<file path="src/rtl/uart_rx_ascii.sv">
// uart_rx_ascii: 8N1 UART receiver producing one byte per valid frame.
// The rx line is synchronised, and then a mid-bit sampling FSM rebuilds each
// byte LSB-first. Good frames pulse char_valid. A low stop bit pulses
// frame_error and parks the receiver in BREAK until the line returns high.
module uart_rx_ascii #(
  parameter int UART_RX_BAUD = 20,
  parameter int freq         = 200
) (
  input  logic       clk,
  input  logic       rst,
  input  logic       rx,
  output logic [7:0] ascii_char,
  output logic       char_valid,
  output logic       frame_error,
  output logic       busy
);

  localparam int DIV  = freq / UART_RX_BAUD;
  localparam int HALF = DIV / 2;
  localparam int CW   = $clog2(DIV) + 1;

  localparam logic [CW-1:0] CNT_HALF_LAST = CW'(HALF - 1);
  localparam logic [CW-1:0] CNT_BIT_LAST  = CW'(DIV - 1);

  typedef enum logic [2:0] {
    ST_IDLE  = 3'd0,
    ST_START = 3'd1,
    ST_DATA  = 3'd2,
    ST_STOP  = 3'd3,
    ST_BREAK = 3'd4
  } state_t;

  state_t        state_q, state_d;
  logic [CW-1:0] cnt_q, cnt_d;
  logic [2:0]    idx_q, idx_d;
  logic [7:0]    shreg_q, shreg_d;
  logic [7:0]    char_q, char_d;
  logic          cv_q, cv_d;
  logic          fe_q, fe_d;
  logic          busy_q, busy_d;
  logic          sync1_q, sync1_d;
  logic          sync2_q, sync2_d;
  // fill counts the clocks needed to flush the preset synchroniser after
  // reset; armed is set only once a genuine high level has been seen, so a
  // line that is already low at reset release never looks like a start bit.
  logic [1:0]    fill_q, fill_d;
  logic          armed_q, armed_d;
  logic          rx_s;

  assign rx_s        = sync2_q;
  assign ascii_char  = char_q;
  assign char_valid  = cv_q;
  assign frame_error = fe_q;
  assign busy        = busy_q;

  // Next-state logic: synchroniser, arming, and the bit-sampling FSM.
  always_comb begin
    state_d = state_q;
    cnt_d   = cnt_q;
    idx_d   = idx_q;
    shreg_d = shreg_q;
    char_d  = char_q;
    cv_d    = 1'b0;
    fe_d    = 1'b0;
    sync1_d = rx;
    sync2_d = sync1_q;

    if (fill_q == 2'd2) begin
      fill_d = fill_q;
    end else begin
      fill_d = fill_q + 2'd1;
    end

    if ((fill_q == 2'd2) && rx_s) begin
      armed_d = 1'b1;
    end else begin
      armed_d = armed_q;
    end

    case (state_q)
      ST_IDLE: begin
        if (armed_q && !rx_s) begin
          state_d = ST_START;
          cnt_d   = '0;
        end else begin
          state_d = ST_IDLE;
        end
      end
      ST_START: begin
        if (cnt_q == CNT_HALF_LAST) begin
          cnt_d = '0;
          if (rx_s) begin
            state_d = ST_IDLE;
          end else begin
            state_d = ST_DATA;
            idx_d   = 3'd0;
          end
        end else begin
          cnt_d = cnt_q + {{(CW-1){1'b0}}, 1'b1};
        end
      end
      ST_DATA: begin
        if (cnt_q == CNT_BIT_LAST) begin
          cnt_d   = '0;
          shreg_d = {rx_s, shreg_q[7:1]};
          if (idx_q == 3'd7) begin
            state_d = ST_STOP;
          end else begin
            idx_d = idx_q + 3'd1;
          end
        end else begin
          cnt_d = cnt_q + {{(CW-1){1'b0}}, 1'b1};
        end
      end
      ST_STOP: begin
        if (cnt_q == CNT_BIT_LAST) begin
          cnt_d = '0;
          if (rx_s) begin
            char_d  = shreg_q;
            cv_d    = 1'b1;
            state_d = ST_IDLE;
          end else begin
            fe_d    = 1'b1;
            state_d = ST_BREAK;
          end
        end else begin
          cnt_d = cnt_q + {{(CW-1){1'b0}}, 1'b1};
        end
      end
      ST_BREAK: begin
        if (rx_s) begin
          state_d = ST_IDLE;
        end else begin
          state_d = ST_BREAK;
        end
      end
      default: begin
        state_d = ST_IDLE;
        cnt_d   = '0;
        idx_d   = 3'd0;
      end
    endcase

    busy_d = (state_d != ST_IDLE);
  end

  // State and registered outputs; the synchroniser presets to idle-high.
  always_ff @(posedge clk or negedge rst) begin
    if (!rst) begin
      state_q <= ST_IDLE;
      cnt_q   <= '0;
      idx_q   <= 3'd0;
      shreg_q <= 8'h00;
      char_q  <= 8'h00;
      cv_q    <= 1'b0;
      fe_q    <= 1'b0;
      busy_q  <= 1'b0;
      sync1_q <= 1'b1;
      sync2_q <= 1'b1;
      fill_q  <= 2'd0;
      armed_q <= 1'b0;
    end else begin
      state_q <= state_d;
      cnt_q   <= cnt_d;
      idx_q   <= idx_d;
      shreg_q <= shreg_d;
      char_q  <= char_d;
      cv_q    <= cv_d;
      fe_q    <= fe_d;
      busy_q  <= busy_d;
      sync1_q <= sync1_d;
      sync2_q <= sync2_d;
      fill_q  <= fill_d;
      armed_q <= armed_d;
    end
  end

endmodule

</file>
<file path="config.mk">
export PLATFORM = sky130hd
export DESIGN_NAME = uart_rx_ascii
export DESIGN_NICKNAME = d
export VERILOG_FILES = /design/src/rtl/uart_rx_ascii.sv
export SDC_FILE = /design/constraint.sdc
export NUM_CORES = 1
export LEC_CHECK = 0
export CORE_AREA = 5 5 68 55
export CTS_CLUSTER_DIAMETER = 50
export DETAILED_ROUTE_END_ITERATION = 10
export DIE_AREA = 0 0 73 60
export GPL_TIMING_DRIVEN = 0
export PLACE_DENSITY_LB_ADDON = 0.05
export SYNTH_ARGS = -nofsm -noshare
export SYNTH_HDL_FRONTEND = slang
export SYNTH_SLANG_ARGS = --single-unit
</file>
<file path="constraint.sdc">
create_clock -name clk -period 2.4 [get_ports clk]
set_clock_uncertainty 0.05 [all_clocks]
set_input_delay 0.48 -clock clk [delete_from_list [all_inputs] [get_ports clk]]
set_output_delay 0.48 -clock clk [all_outputs]
set_load 0.01 [all_outputs]
</file>
==> metrics <==
CTS H-Tree Depth=2; nets@finish=154; fraction of power consumed by the clock network=25.7%; Ports=14; Cells after Synth=125; post-synth top area share=51.9%; combinational fraction of design power=29.2%; share of layout cells above drive strength 1=26.0%; status=complete, no violations; Die Ht=60 um; Least-Margin Pin Slew=749 ps; post-CTS resize count=0; part of the power in registers=45.1%; final std cells w/o fill=186; num rows=18; CTS tree=yes; Final setup viols=0; placed cell count=178; ys flop type=dfrtp_1; relative slew slack=50.1%; Residual DRC=0; Core Util, Final=60.4%; top-count cell post-synth=dfrtp_1; syn_nets=134; Critical Path RT=2520 ps; synthesized flop and latch total=35; core area=3060 um2; top cells by count, synth=33 x dfrtp_1, 16 x mux2_2, 7 x inv_1, 7 x nor2_1; CP Max Fanout=9; RSZ-0062 raised after global routing=no; CTS Hold Bufs=0; period utilisation layout=78.7%; Design Power=0.00157 W; Yosys cell types=35; Root Buffer=clkbuf_8; crit-path cells=inv_1, ha_1, and4bb_2, nand4_2, mux2_2; Leakage=0.909 nW; Worst-Skew Late Latency=280 ps; Layout Area Growth over Synthesis=16.4%; CTS max path bufs=2; Antenna Cells=0; switching part of the total=32.1%; largest net degree at the start of global routing=36; Initial Util=51.9%; Worst-path clk slew=70 ps; switching power=0.000506 W; worst r2r src=cnt_q[1]; Syn. warnings=0; async set-reset flop share out of synthesis=100%; Detail Route Antenna Nets=0; largest area contributor in the netlist=dfrtp_1; die area=4380 um2; P per Cell Area=851 nW/um2; DR pass1 iterations=4; Mean Syn Cell Area=12.7 um2; Final Max Slew Viols=0; total gr overflow=0; Reg-to-Reg End=ascii_char[7]; Final Hold Vio Count=0; Crit Path Category=reg2reg; fraction of the yosys area taken by sequential cells=55.2%; max incr delay on CP=420 ps; vias per cell=5.40; CP Launch Type=flop; die width=73 um; Fillers=251; CTS Buf Count=5; Cell Int Power=0.00107 W; Peak supply drop=0.000471 V; Worst Reg-to-Reg Cells=5; Critical-path top delay cell=dfrtp_1; RePlAce Congestion=0.805; initial antenna violation count=0; setup total negative slack=0 ps; Arrival @ worst endpoint=2010 ps; cell area after synthesis=1590 um2; Reg2Reg Setup Slack=510 ps; Post-Route WL=2.63 mm; routed len/inst=14.1 um; vias=1005; first-pass GRT wire length=4.82 mm; GRT Total Usage=14.6%; EDFF count, synth=0; number of max-cap violations=0; vias in the first global route=1013; Final Critical Period=1890 ps; Area contributors post-synth=dfrtp_1 52%, mux2_2 11%, ha_1 4.7%; I/O Buffers=13; clock sink total=35; worst hold path type=in2async; HPWL after DPL=1.83 mm; post-CTS setup buffer count=0; Critical Path Sink Type=flop; Initial DRC Count=53; max frequency=529 MHz
sequential cells by signal, indices dropped and copies added (netlist names):
register	cells
sync1_q	1
char_valid	1
fill_q	2
frame_error	1
rx_s	1
busy	1
cnt_q	5
state_q	3
ascii_char	8
shreg_q	8
armed_q	1
idx_q	3
placed cells by master (no fill, tap or decap), drive strengths merged, types with 2 or more instances in the layout:
cell type | synthesis | routed
dfrtp | 33 | 33
mux2 | 16 | 16
clkdlybuf4s50 | 0 | 12
inv | 7 | 7
nor2 | 7 | 7
nand2 | 7 | 7
clkbuf | 1 | 7
o21ai | 6 | 6
ha | 6 | 6
nand3 | 5 | 5
buf | 4 | 5
a21oi | 4 | 4
nor3b | 3 | 3
a32o | 3 | 3
and4bb | 2 | 2
nand4bb | 2 | 2
or3b | 2 | 2
dfstp | 2 | 2
a21o | 2 | 2
routing by layer:
layer,GRT usage (%),vias to the layer above,part of all wire (%)
met3,5.38,4,4.5
met1,20.2,486,48
met5,0,-,0
li1,-,493,-
met2,21.0,22,47
met4,5.26,0,0.80
cell type report:
class / instances / area (um2) / area share [%]
Clock inverter: 2 / 12.5 / 0.676
Clock buffer: 6 / 72.6 / 3.92
Tap cell: 40 / 50.0 / 2.70
Buffer: 5 / 32.5 / 1.76
Inverter: 7 / 26.3 / 1.42
Multi-Input combinational cell: 78 / 653 / 35.3
Timing Repair Buffer: 13 / 125 / 6.76
Sequential cell: 35 / 878 / 47.5
stage by stage:
step | setup WS [ps] | area [um2] | hold slack, ps
floorplan | 731 | 1590 | 134
global placement | 140 | 1770 | 296
finish | 511 | 1850 | 212
global route | 367 | 1850 | 290
detailed placement | 490 | 1770 | 297
CTS | 481 | 1850 | 236
cells by family (layout without fill, tap and decap cells):
family,after synthesis,after routing,synth area share [%]
compound gates,22,22,10.5
mux,16,16,11.3
simple gates,33,33,13.9
flops,35,35,55.2
buf+inv,12,33,3.70
fa+ha+maj,6,6,4.72
xor+xnor,1,1,0.551
worst max-delay path: cells and delay by family, from the launching register on:
kind	cells	cell delay [ps]
muxes	1	380
adders and majority gates	1	240
buffers and inverters	1	90
and+or+nand+nor	2	600
DFF	1	420
power by group through the flow:
stage | logic, W | clock network, W | registers [W]
floorplan | 0.000364 | 0 | 0.000711
global placement | 0.000445 | 0 | 0.000719
detailed placement | 0.000457 | 0 | 0.000721
CTS | 0.000459 | 0.000419 | 0.000710
global route | 0.000521 | 0.000449 | 0.000721
finish | 0.000459 | 0.000404 | 0.000711
worst max-delay path by stage:
stage               startpoint             to  slack (ps)  depth (start not counted)
CTS                   cnt_q[1]  ascii_char[7]         480                          5
floorplan             cnt_q[1]  ascii_char[0]         730                          5
global placement           rst       idx_q[0]         140                          1
global route          cnt_q[1]  ascii_char[3]         370                          5
detailed placement    cnt_q[1]  ascii_char[7]         490                          5
finish                cnt_q[1]  ascii_char[7]         510                          5
Power figures use the tool's default switching activity.
